## src/rtl/counter_sweep_ctrl_if.sv

```systemverilog
// ---------------------------------------------------------------------------
// counter_sweep_ctrl_if
//
// Purpose:
//   Read interface between the sweep controller and the per-FIFO push-counter
//   bank. The controller presents an index with a request. The bank answers
//   with a count qualified by valid.
//
// Parameters:
//   IDX_W   width of the bank index bus
//   DATA_W  width of one count word
//
// Signals:
//   cnt_req    controller -> bank   read request
//   cnt_idx    controller -> bank   counter index being read
//   cnt_data   bank -> controller   returned count
//   cnt_valid  bank -> controller   qualifier for cnt_data
//
// Modports:
//   master  the sweep controller
//   slave   the counter bank
// ---------------------------------------------------------------------------
interface counter_sweep_ctrl_if #(
    parameter int IDX_W  = 3,
    parameter int DATA_W = 6
);
    logic              cnt_req;
    logic [IDX_W-1:0]  cnt_idx;
    logic [DATA_W-1:0] cnt_data;
    logic              cnt_valid;

    modport master (
        output cnt_req,
        output cnt_idx,
        input  cnt_data,
        input  cnt_valid
    );

    modport slave (
        input  cnt_req,
        input  cnt_idx,
        output cnt_data,
        output cnt_valid
    );
endinterface

```

## src/rtl/counter_sweep_ctrl.sv

```systemverilog
// ---------------------------------------------------------------------------
// counter_sweep_ctrl
//
// Purpose:
//   This block sits in front of the push-counter bank. A start command begins
//   a sweep over the counters selected by sweep_mask, one index at a time. For
//   each selected index, the block raises a request, waits for valid, and
//   stores the returned count in a snapshot register. At the end of the sweep
//   it pulses done. The rest of the design then sees a consistent set of
//   counts and never has to drive the bank directly.
//
// Parameters:
//   NUM_CH   number of counters in the bank
//   DATA_W   width of one count word
//   IDX_W    width of the bank index bus (2**IDX_W > NUM_CH)
//   TIMEOUT  maximum cycles to wait for valid on one index.
//            Used only when the timeout feature is enabled.
//
// Ports:
//   clk         clock; all state updates on the rising edge
//   reset_L     asynchronous active-low reset
//   start       sweep request, sampled only while idle
//   sweep_mask  channel select, latched when start is accepted
//   bank        counter bank read interface (master side)
//   snap        snapshot registers; channel i at [i*DATA_W +: DATA_W]
//   busy        high whenever a sweep is in progress
//   done        one-cycle pulse when a sweep completes
//   err         per-channel timeout flags
//
// Optional feature:
//   SWEEP_TIMEOUT_EN. When defined, a wait counter limits each request to
//   TIMEOUT cycles. A request that times out stores all ones and sets the
//   err bit for that channel. When not defined, a request waits indefinitely
//   and err is tied to zero.
// ---------------------------------------------------------------------------
module counter_sweep_ctrl #(
    parameter int NUM_CH  = 5,
    parameter int DATA_W  = 6,
    parameter int IDX_W   = 3,
    parameter int TIMEOUT = 8
) (
    input  logic                     clk,
    input  logic                     reset_L,
    input  logic                     start,
    input  logic [NUM_CH-1:0]        sweep_mask,
    counter_sweep_ctrl_if.master     bank,
    output logic [NUM_CH*DATA_W-1:0] snap,
    output logic                     busy,
    output logic                     done,
    output logic [NUM_CH-1:0]        err
);

    // ptr has to reach NUM_CH, which marks the end of the sweep
    localparam int PTR_W = $clog2(NUM_CH + 1);

    if (((2 ** IDX_W) <= NUM_CH) || (TIMEOUT < 1)) begin : g_param_check
        $error("counter_sweep_ctrl: IDX_W too small for NUM_CH or TIMEOUT < 1");
    end

    typedef enum logic [1:0] {
        IDLE  = 2'd0,
        CHECK = 2'd1,
        REQ   = 2'd2,
        DONE  = 2'd3
    } state_t;

    state_t                    state, state_nx;
    logic [PTR_W-1:0]          ptr, ptr_nx;
    logic [NUM_CH-1:0]         mask, mask_nx;
    logic [NUM_CH-1:0]         mask_shift;
    logic [NUM_CH*DATA_W-1:0]  snap_nx;
    logic                      req_nx;
    logic [IDX_W-1:0]          idx_nx;
    logic                      busy_nx;
    logic                      done_nx;
    logic                      capture;
    logic [DATA_W-1:0]         capture_data;

`ifdef SWEEP_TIMEOUT_EN
    localparam int WAIT_W = $clog2(TIMEOUT + 1);

    logic [WAIT_W-1:0]         wait_cnt, wait_nx;
    logic [NUM_CH-1:0]         err_q, err_nx;
    logic                      capture_err;

    assign err = err_q;
`else
    assign err = '0;
`endif

    // Next-state and next-output logic. Every register has its next value
    // computed here, so all outputs come straight from flops. A capture (a
    // valid response or, when enabled, a timeout) is handled in one shared
    // place below the case statement.
    always_comb begin
        state_nx     = state;
        ptr_nx       = ptr;
        mask_nx      = mask;
        snap_nx      = snap;
        req_nx       = bank.cnt_req;
        idx_nx       = bank.cnt_idx;
        capture      = 1'b0;
        capture_data = bank.cnt_data;
        mask_shift   = mask >> ptr;
`ifdef SWEEP_TIMEOUT_EN
        wait_nx      = wait_cnt;
        err_nx       = err_q;
        capture_err  = 1'b0;
`endif

        case (state)
            IDLE: begin
                if (start) begin
                    mask_nx  = sweep_mask;
                    ptr_nx   = '0;
                    state_nx = CHECK;
`ifdef SWEEP_TIMEOUT_EN
                    err_nx   = '0;
`endif
                end
            end

            CHECK: begin
                if (ptr == PTR_W'(NUM_CH)) begin
                    state_nx = DONE;
                end else if (mask_shift[0]) begin
                    req_nx   = 1'b1;
                    idx_nx   = IDX_W'(ptr);
                    state_nx = REQ;
`ifdef SWEEP_TIMEOUT_EN
                    wait_nx  = '0;
`endif
                end else begin
                    ptr_nx = ptr + PTR_W'(1);
                end
            end

            REQ: begin
                // If valid and the timeout land on the same cycle, valid wins.
                if (bank.cnt_valid) begin
                    capture = 1'b1;
`ifdef SWEEP_TIMEOUT_EN
                end else if (wait_cnt == WAIT_W'(TIMEOUT - 1)) begin
                    capture      = 1'b1;
                    capture_data = '1;
                    capture_err  = 1'b1;
                end else begin
                    wait_nx = wait_cnt + WAIT_W'(1);
`endif
                end

                if (capture) begin
                    req_nx   = 1'b0;
                    ptr_nx   = ptr + PTR_W'(1);
                    state_nx = CHECK;
                end
            end

            DONE: begin
                state_nx = IDLE;
            end

            default: begin
                state_nx = IDLE;
            end
        endcase

        // Only the channel that ptr points at is written. All other channels
        // keep their snapshot from earlier sweeps.
        for (int i = 0; i < NUM_CH; i++) begin
            if (capture && (ptr == PTR_W'(i))) begin
                snap_nx[i*DATA_W +: DATA_W] = capture_data;
`ifdef SWEEP_TIMEOUT_EN
                err_nx[i] = capture_err;
`endif
            end
        end

        // done is raised on the edge that leaves DONE, so it rises on the
        // same edge that busy falls.
        busy_nx = (state_nx != IDLE);
        done_nx = (state == DONE);
    end

    // State and output registers. Reset clears everything at once, even in
    // the middle of a sweep.
    always_ff @(posedge clk or negedge reset_L) begin
        if (!reset_L) begin
            state        <= IDLE;
            ptr          <= '0;
            mask         <= '0;
            snap         <= '0;
            bank.cnt_req <= 1'b0;
            bank.cnt_idx <= '0;
            busy         <= 1'b0;
            done         <= 1'b0;
        end else begin
            state        <= state_nx;
            ptr          <= ptr_nx;
            mask         <= mask_nx;
            snap         <= snap_nx;
            bank.cnt_req <= req_nx;
            bank.cnt_idx <= idx_nx;
            busy         <= busy_nx;
            done         <= done_nx;
        end
    end

`ifdef SWEEP_TIMEOUT_EN
    // Wait counter and timeout flags. These exist only when the feature is
    // enabled.
    always_ff @(posedge clk or negedge reset_L) begin
        if (!reset_L) begin
            wait_cnt <= '0;
            err_q    <= '0;
        end else begin
            wait_cnt <= wait_nx;
            err_q    <= err_nx;
        end
    end
`endif

endmodule

```

## src/flat_wrapper.sv

```systemverilog
// flat-port wrapper written by rule: the top's interface ports become plain ports
module counter_sweep_ctrl_flat 
#(
    parameter int NUM_CH  = 5,
    parameter int DATA_W  = 6,
    parameter int IDX_W   = 3,
    parameter int TIMEOUT = 8
)
  (clk, reset_L, start, sweep_mask, snap, busy, done, err, bank_cnt_req, bank_cnt_idx, bank_cnt_data, bank_cnt_valid);
  counter_sweep_ctrl_if #(.IDX_W(IDX_W), .DATA_W(DATA_W)) bank_i ();
  input  logic clk;
  input  logic reset_L;
  input  logic start;
  input  logic [NUM_CH-1:0] sweep_mask;
  output logic [NUM_CH*DATA_W-1:0] snap;
  output logic busy;
  output logic done;
  output logic [NUM_CH-1:0] err;
  output wire logic [$bits(bank_i.cnt_req)-1:0] bank_cnt_req;
  output wire logic [$bits(bank_i.cnt_idx)-1:0] bank_cnt_idx;
  input wire logic [$bits(bank_i.cnt_data)-1:0] bank_cnt_data;
  input wire logic [$bits(bank_i.cnt_valid)-1:0] bank_cnt_valid;
  assign bank_cnt_req = bank_i.cnt_req;
  assign bank_cnt_idx = bank_i.cnt_idx;
  assign bank_i.cnt_data = bank_cnt_data;
  assign bank_i.cnt_valid = bank_cnt_valid;
  counter_sweep_ctrl #(.NUM_CH(NUM_CH), .DATA_W(DATA_W), .IDX_W(IDX_W), .TIMEOUT(TIMEOUT)) u_core (.clk(clk), .reset_L(reset_L), .start(start), .sweep_mask(sweep_mask), .bank(bank_i), .snap(snap), .busy(busy), .done(done), .err(err));
endmodule
```

## config.mk

```make
export PLATFORM = sky130hd
export DESIGN_NAME = counter_sweep_ctrl_flat
export DESIGN_NICKNAME = d
export VERILOG_FILES = /design/src/rtl/counter_sweep_ctrl_if.sv /design/src/rtl/counter_sweep_ctrl.sv /design/src/flat_wrapper.sv
export SDC_FILE = /design/constraint.sdc
export NUM_CORES = 1
export LEC_CHECK = 0
export CAP_MARGIN = 15
export CORE_UTILIZATION = 30
export CTS_CLUSTER_SIZE = 25
export DETAILED_ROUTE_END_ITERATION = 10
export PLACE_DENSITY_LB_ADDON = 0.15
export SYNTH_ARGS = -nofsm -noshare
export SYNTH_HDL_FRONTEND = slang
export SYNTH_SLANG_ARGS = --single-unit
```

## constraint.sdc

```tcl
create_clock -name clk -period 2.07 [get_ports clk]
set_input_delay 0.207 -clock clk [delete_from_list [all_inputs] [get_ports clk]]
set_output_delay 0.207 -clock clk [all_outputs]
set_load 0.05 [all_outputs]
```

# Word-level counts from Yosys, hierarchy flattened
# Index checks and enable logic that the tools add are counted.
[word_totals] ff_bits=46 out_inout_bits=41
[op_classes] add_sub_neg=1 eq_ne=13 n_shift=1 muxes=17 n_bitwise=1 n_reduce_logical=14
[op_table] cell="two-way mux 3 bit" n=4
[op_table] cell="one-hot mux 3 bit (3 select lines)" n=1
[op_table] cell="two-way mux 2 bit" n=4
[op_table] cell="one-hot mux 2 bit (4 select lines)" n=1
[op_table] cell="equality test 3 x 2 -> 1 bit, second input constant" n=2
[op_table] cell="equality test 3 bit, second input constant" n=2
[op_table] cell="two-way mux 1 bit" n=6
[op_table] cell="!= test 2 bit, second input constant" n=3
[op_table] cell="logical AND 1 bit" n=5
[op_table] cell="AND reduction 5 bit" n=1
[op_table] cell=">> shifter 5 x 3 -> 1 bit" n=1
[op_table] cell="equality test 2 bit, second input constant" n=2
[op_table] cell="!= test 2 x 1 -> 1 bit, second input constant" n=2
[op_table] cell="AND reduction 4 bit" n=1
[op_table] cell="nonzero test 2 bit" n=2
[op_table] cell="adder 3 x 1 -> 3 bit, second input constant" n=1
[op_table] cell="equality test 3 x 1 -> 1 bit, second input constant" n=1
[op_table] cell="zero test 3 bit" n=1
[op_table] cell="AND reduction 3 bit" n=1
[op_table] cell="nonzero test 3 bit" n=1
[op_table] cell="equality test 2 x 1 -> 1 bit, second input constant" n=1
[op_table] cell="zero test 2 bit" n=1
[op_table] cell="one-hot mux 1 bit (2 select lines)" n=1
[op_table] cell="AND reduction 2 bit" n=1
[op_table] cell="NOT 1 bit" n=1

# Logic depth before layout (Yosys ltp)
[logic_depth] ltp_word=5 ltp_mapped=7

# Worst setup path before layout
# OpenSTA, ideal clock, no wires.
[synth_timing] path_type="register to register" start="register u_core.state[1]" end="register u_core.ptr[2]" t_arrival_ns=1.644 t_required_ns=1.969 slack_ns=0.326 path_stages_with_launch=8 n_path_buf=1 period_less_slack_ns=1.744 cell_sequence="dfrtp_1 -> inv_1 -> ha_1 -> clkbuf_1 -> and3b_2 -> a32oi_1 -> nand3_1 -> o311ai_2"
[synth_via] elab_chain_cells=3
[synth_rtl] element="from (decl)" line_no="counter_sweep_ctrl.sv:67" source="state_t state, state_nx;"
[synth_rtl] element="from (signal assigned)" line_no="counter_sweep_ctrl.sv:198" source="state <= state_nx;"
[synth_rtl] element="equality test 2 bit (tied with other cells)" line_no="counter_sweep_ctrl.sv:111" source="case (state)"
[synth_rtl] element="!= test 2 x 1 -> 1 bit (no line) (tied with other cells)"
[synth_rtl] element="AND reduction 5 bit (no line)"
[synth_rtl] element="to (signal assigned)" line_no="counter_sweep_ctrl.sv:199" source="ptr <= ptr_nx;"
[synth_rtl] element="to (decl)" line_no="counter_sweep_ctrl.sv:68" source="logic [PTR_W-1:0] ptr, ptr_nx;"
# Several ways; a longest one is shown, not always the timed one.
# A chain may end at the register's enable or synchronous reset.

# Worst setup path after layout
[layout_timing] start="register u_core.state[0]" end="register u_core.snap[15]"
[layout_via] elab_chain_cells=3
[layout_rtl] element="equality test 2 bit" line_no="counter_sweep_ctrl.sv:111"
[layout_rtl] element="two-way mux 1 bit" line_no="counter_sweep_ctrl.sv:111"
[layout_rtl] element="logical AND 1 bit" line_no="counter_sweep_ctrl.sv:171" source="if (capture && (ptr == PTR_W'(i))) begin"
[layout_rtl] element="to (signal assigned)" line_no="counter_sweep_ctrl.sv:201" source="snap <= snap_nx;"
[layout_rtl] element="to (decl)" line_no="counter_sweep_ctrl.sv:47" source="output logic [NUM_CH*DATA_W-1:0] snap,"
# Every way passes these cells.

==> flow_summary_export.csv <==
group,metric,value,unit
floorplanning,num_rows,30,
clocking,htreeDepth,2,
detailed_routing,wl_per_cell,14.8,um
synthesis,syn_inst,153,
synthesis,yosys.area.top_type,"dfrtp_1",
grt,grt_usage,0.139,
floorplanning,dieArea,7350,um^2
worst_setup_path,cp-start-kind,"flop",
synthesis,yosys-top-cells-area,"dfrtp_1, mux2_2, ha_1",
layout,fin_nets,239,
power_and_ir_drop,p_sw_frac,0.459,
synthesis,async_flop_share,1.00,
floorplanning,pin_count,56,
detailed_routing,dr.first_iter.drc_count,48,
sta,final_hold_viol_count,0,
synthesis,yosysMostFrequentCell,"dfrtp_1",
placed_design,dpl.hpwl,3410,um
sta,period_needed,1.84,ns
clocking,path_clk_slew,0.09,ns
detailed_routing,drc,0,
clocking,postCtsSetupRepairBufs,0,
detailed_routing,routed_wl,4610,um
run,drv_cap,0,
clocking,clk_latency,0.30,ns
sta,grt_setup_unrepaired,"false",
synthesis,yosysTopAreaCellShare,0.547,
worst_setup_path,crit_slowest_cell,"dfrtp_1",
sta,fin_tns_setup,0,ns
layout,antenna_cells,0,
synthesis,ys_top_cells_by_count,"dfrtp_1, mux2_2, ha_1",
floorplanning,start_util,0.310,
power_and_ir_drop,power_per_cell_area,1660,nW/um^2
grt,overflow,0,
grt,grt_pass1_wl,7710,um
synthesis,yosys.area_share.simple,0.0678,
worst_setup_path,max_stage_delay,0.42,ns
synthesis,syn_area,2100,um^2
synthesis,synth_top_family_by_area,"multiplexers",
power_and_ir_drop,p_seq_frac,0.315,
sta,drv_slew,0,
layout,fin_area,2860,um^2
worst_setup_path,cp_cell_sequence,"inv_1, ha_1, and3_1, nand2_1, mux2_2",
clocking,clkSinkCount,46,
grt,grt_max_degree,30,
worst_setup_path,arrival,2.03,ns
clocking,clockBufferDepth,2,
synthesis,synthMuxAreaShare,0.225,
synthesis,ys_types,35,
worst_setup_path,worstSetupEndpointType,"flop",
synthesis,synth_compound_area_frac,0.0648,
placed_design,placed_area,2740,um^2
detailed_routing,via_count,1404,
clocking,cts_buffers,5,
synthesis,seq_area_frac_synth,0.547,
detailed_routing,firstDrtPassIters,4,
worst_setup_path,rrSetupSlack,0.23,ns
power_and_ir_drop,peakVddDrop,0.658,mV
grt,grt_pass1_vias,1473,
clocking,cts_tree,"yes",
layout,fillerInstances,667,
run_status,status,"finished clean",
power_and_ir_drop,p_sw,2170,uW
layout,layout.cells.non_filler,311,
power_and_ir_drop,p_clk_frac,0.122,
synthesis,synth-seq-cells,46,
layout,area_growth,35.7,%
sta,setup_violations,0,
power_and_ir_drop,comb_power_share,0.563,
synthesis,synth_xor_area_frac,0,
clocking,clock-root-buffer,"clkbuf_8",
layout,multi_input_area,905,um^2
layout,ff_latch_area,1150,um^2
sta,worstMarginPinSlew,0.516,ns
placed_design,portBuffers,50,
sta,hold_ws,0.393,ns
floorplanning,dieHeight,85.8,um
sta,finalClockSkew,0.00278,ns
worst_setup_path,crit_fanout,7,
grt,antenna_found_initial,0,
synthesis,synth_adder_area_share,0.0595,
synthesis,ys.flop_type,"dfrtp_1",
detailed_routing,antenna_left,0,
placed_design,gp_congestion,0.786,
synthesis,post_synth.cell_area_avg,13.8,um^2
worst_setup_path,worstPathRequired,2.26,ns
sta,max_slew_margin,0.655,
worst_setup_path,crit_type,"flop to flop",
sta,fmax,543,MHz
floorplanning,core_area,6790,um^2
placed_design,dp.cells,302,
synthesis,synth_edf_count,0,
worst_hold_path,hold_path_class,"input pin to async pin",
floorplanning,die_w,85.8,um
power_and_ir_drop,internal-power,2570,uW
detailed_routing,vias_per_cell,4.51,
power_and_ir_drop,p_leak,0.00129,uW
sta,post-route-period-util,0.889,
synthesis,yosysWarnings,0,
layout,drive_gt1_frac,0.270,
==> metal layers <==
layer | up-vias | part of all wire | GRT usage | wire (um)
li1 | 657 | - | - | -
met2 | 31 | 0.46 | 0.212 | 2110
met3 | 6 | 0.052 | 0.0452 | 239
met1 | 710 | 0.48 | 0.189 | 2210
met5 | - | 0 | 0 | 0
met4 | 0 | 0.012 | 0.0409 | 55
==> cell type report <==
type,instances,area share
Clock buffer,6,0.0289
Clock inverter,2,0.00438
Inverter,8,0.0105
Multi-Input combinational cell,97,0.317
Sequential cell,46,0.403
Tap cell,96,0.0420
Timing Repair Buffer,56,0.194
==> per-stage QoR <==
step | power, uW | util | setup WS (ns)
floorplan | 3340 | - | 0.326
detailed placement | 4180 | 0.404 | 0.144
CTS | 4780 | 0.419 | 0.124
finish | 4740 | 0.420 | 0.230
global placement | 4160 | 0.404 | 0.186
global route | 5030 | 0.420 | 0.0608
==> worst max-delay path: cells and delay by family (launching register included) <==
kind / cells / cell delay, ns
AND/OR/NAND/NOR: 2 / 0.44
flip-flops: 1 / 0.42
buffers and inverters: 1 / 0.19
adder cells (fa/ha/maj): 1 / 0.33
multiplexers: 1 / 0.35
==> flip-flops by register name, indices dropped and copies added (netlist names) <==
name,cells
u_core.done,1
u_core.busy,1
u_core.snap,30
u_core.bank.cnt_req,1
u_core.ptr,3
u_core.bank.cnt_idx,3
u_core.state,2
u_core.mask,5
==> worst paths after layout <==
check                      depth (start not counted)                      to              startpoint
max                                                5         u_core.snap[15]         u_core.state[0]
max reg2reg                                        5         u_core.snap[15]         u_core.state[0]
min                                                2         u_core.snap[29]                 reset_L
min reg2reg                                        1  u_core.bank.cnt_idx[1]  u_core.bank.cnt_idx[1]
min in group clk                                   1  u_core.bank.cnt_idx[1]  u_core.bank.cnt_idx[1]
max in group asynchronous                          3          u_core.mask[4]                 reset_L
==> repair_timing <==
action	CTS	global route
endpoints found under the setup margin	0	1
hold buffers	1	0
gates resized for setup	0	1
endpoints found under the hold margin	17	0
==> cell usage in the layout, fill, tap and decap left out, drive strengths merged, types with 2 or more instances in the layout <==
cell,Yosys,final
inv,8,8
nand2,4,4
clkdlybuf4s50,0,49
conb,1,5
ha,10,10
and3,2,2
clkbuf,1,6
mux2,38,38
dfrtp,46,46
nand3,7,7
nand4,2,2
nor2,5,5
o2bb2ai,2,2
buf,5,6
mux2i,2,2
o21a,2,2
==> cells by family (layout without fill, tap and decap cells) <==
| group | after synthesis | in the layout |
|---|---|---|
| DFF | 46 | 46 |
| muxes | 41 | 41 |
| and+or+nand+nor | 27 | 27 |
| AOI/OAI and AO/OA | 14 | 14 |
| buffers and inverters | 14 | 72 |
| adders and majority gates | 10 | 10 |
| other | 1 | 5 |
==> power by group through the flow <==
| stage | clock (uW) | combinational [uW] | sequential (uW) |
|---|---|---|---|
| after floorplan | 0 | 931 | 2410 |
| after global placement | 0 | 2660 | 1510 |
| after detailed placement | 0 | 2660 | 1510 |
| after CTS | 605 | 2680 | 1500 |
| after global routing | 654 | 2830 | 1550 |
| final | 580 | 2670 | 1490 |
Power figures use the tool's default switching activity.
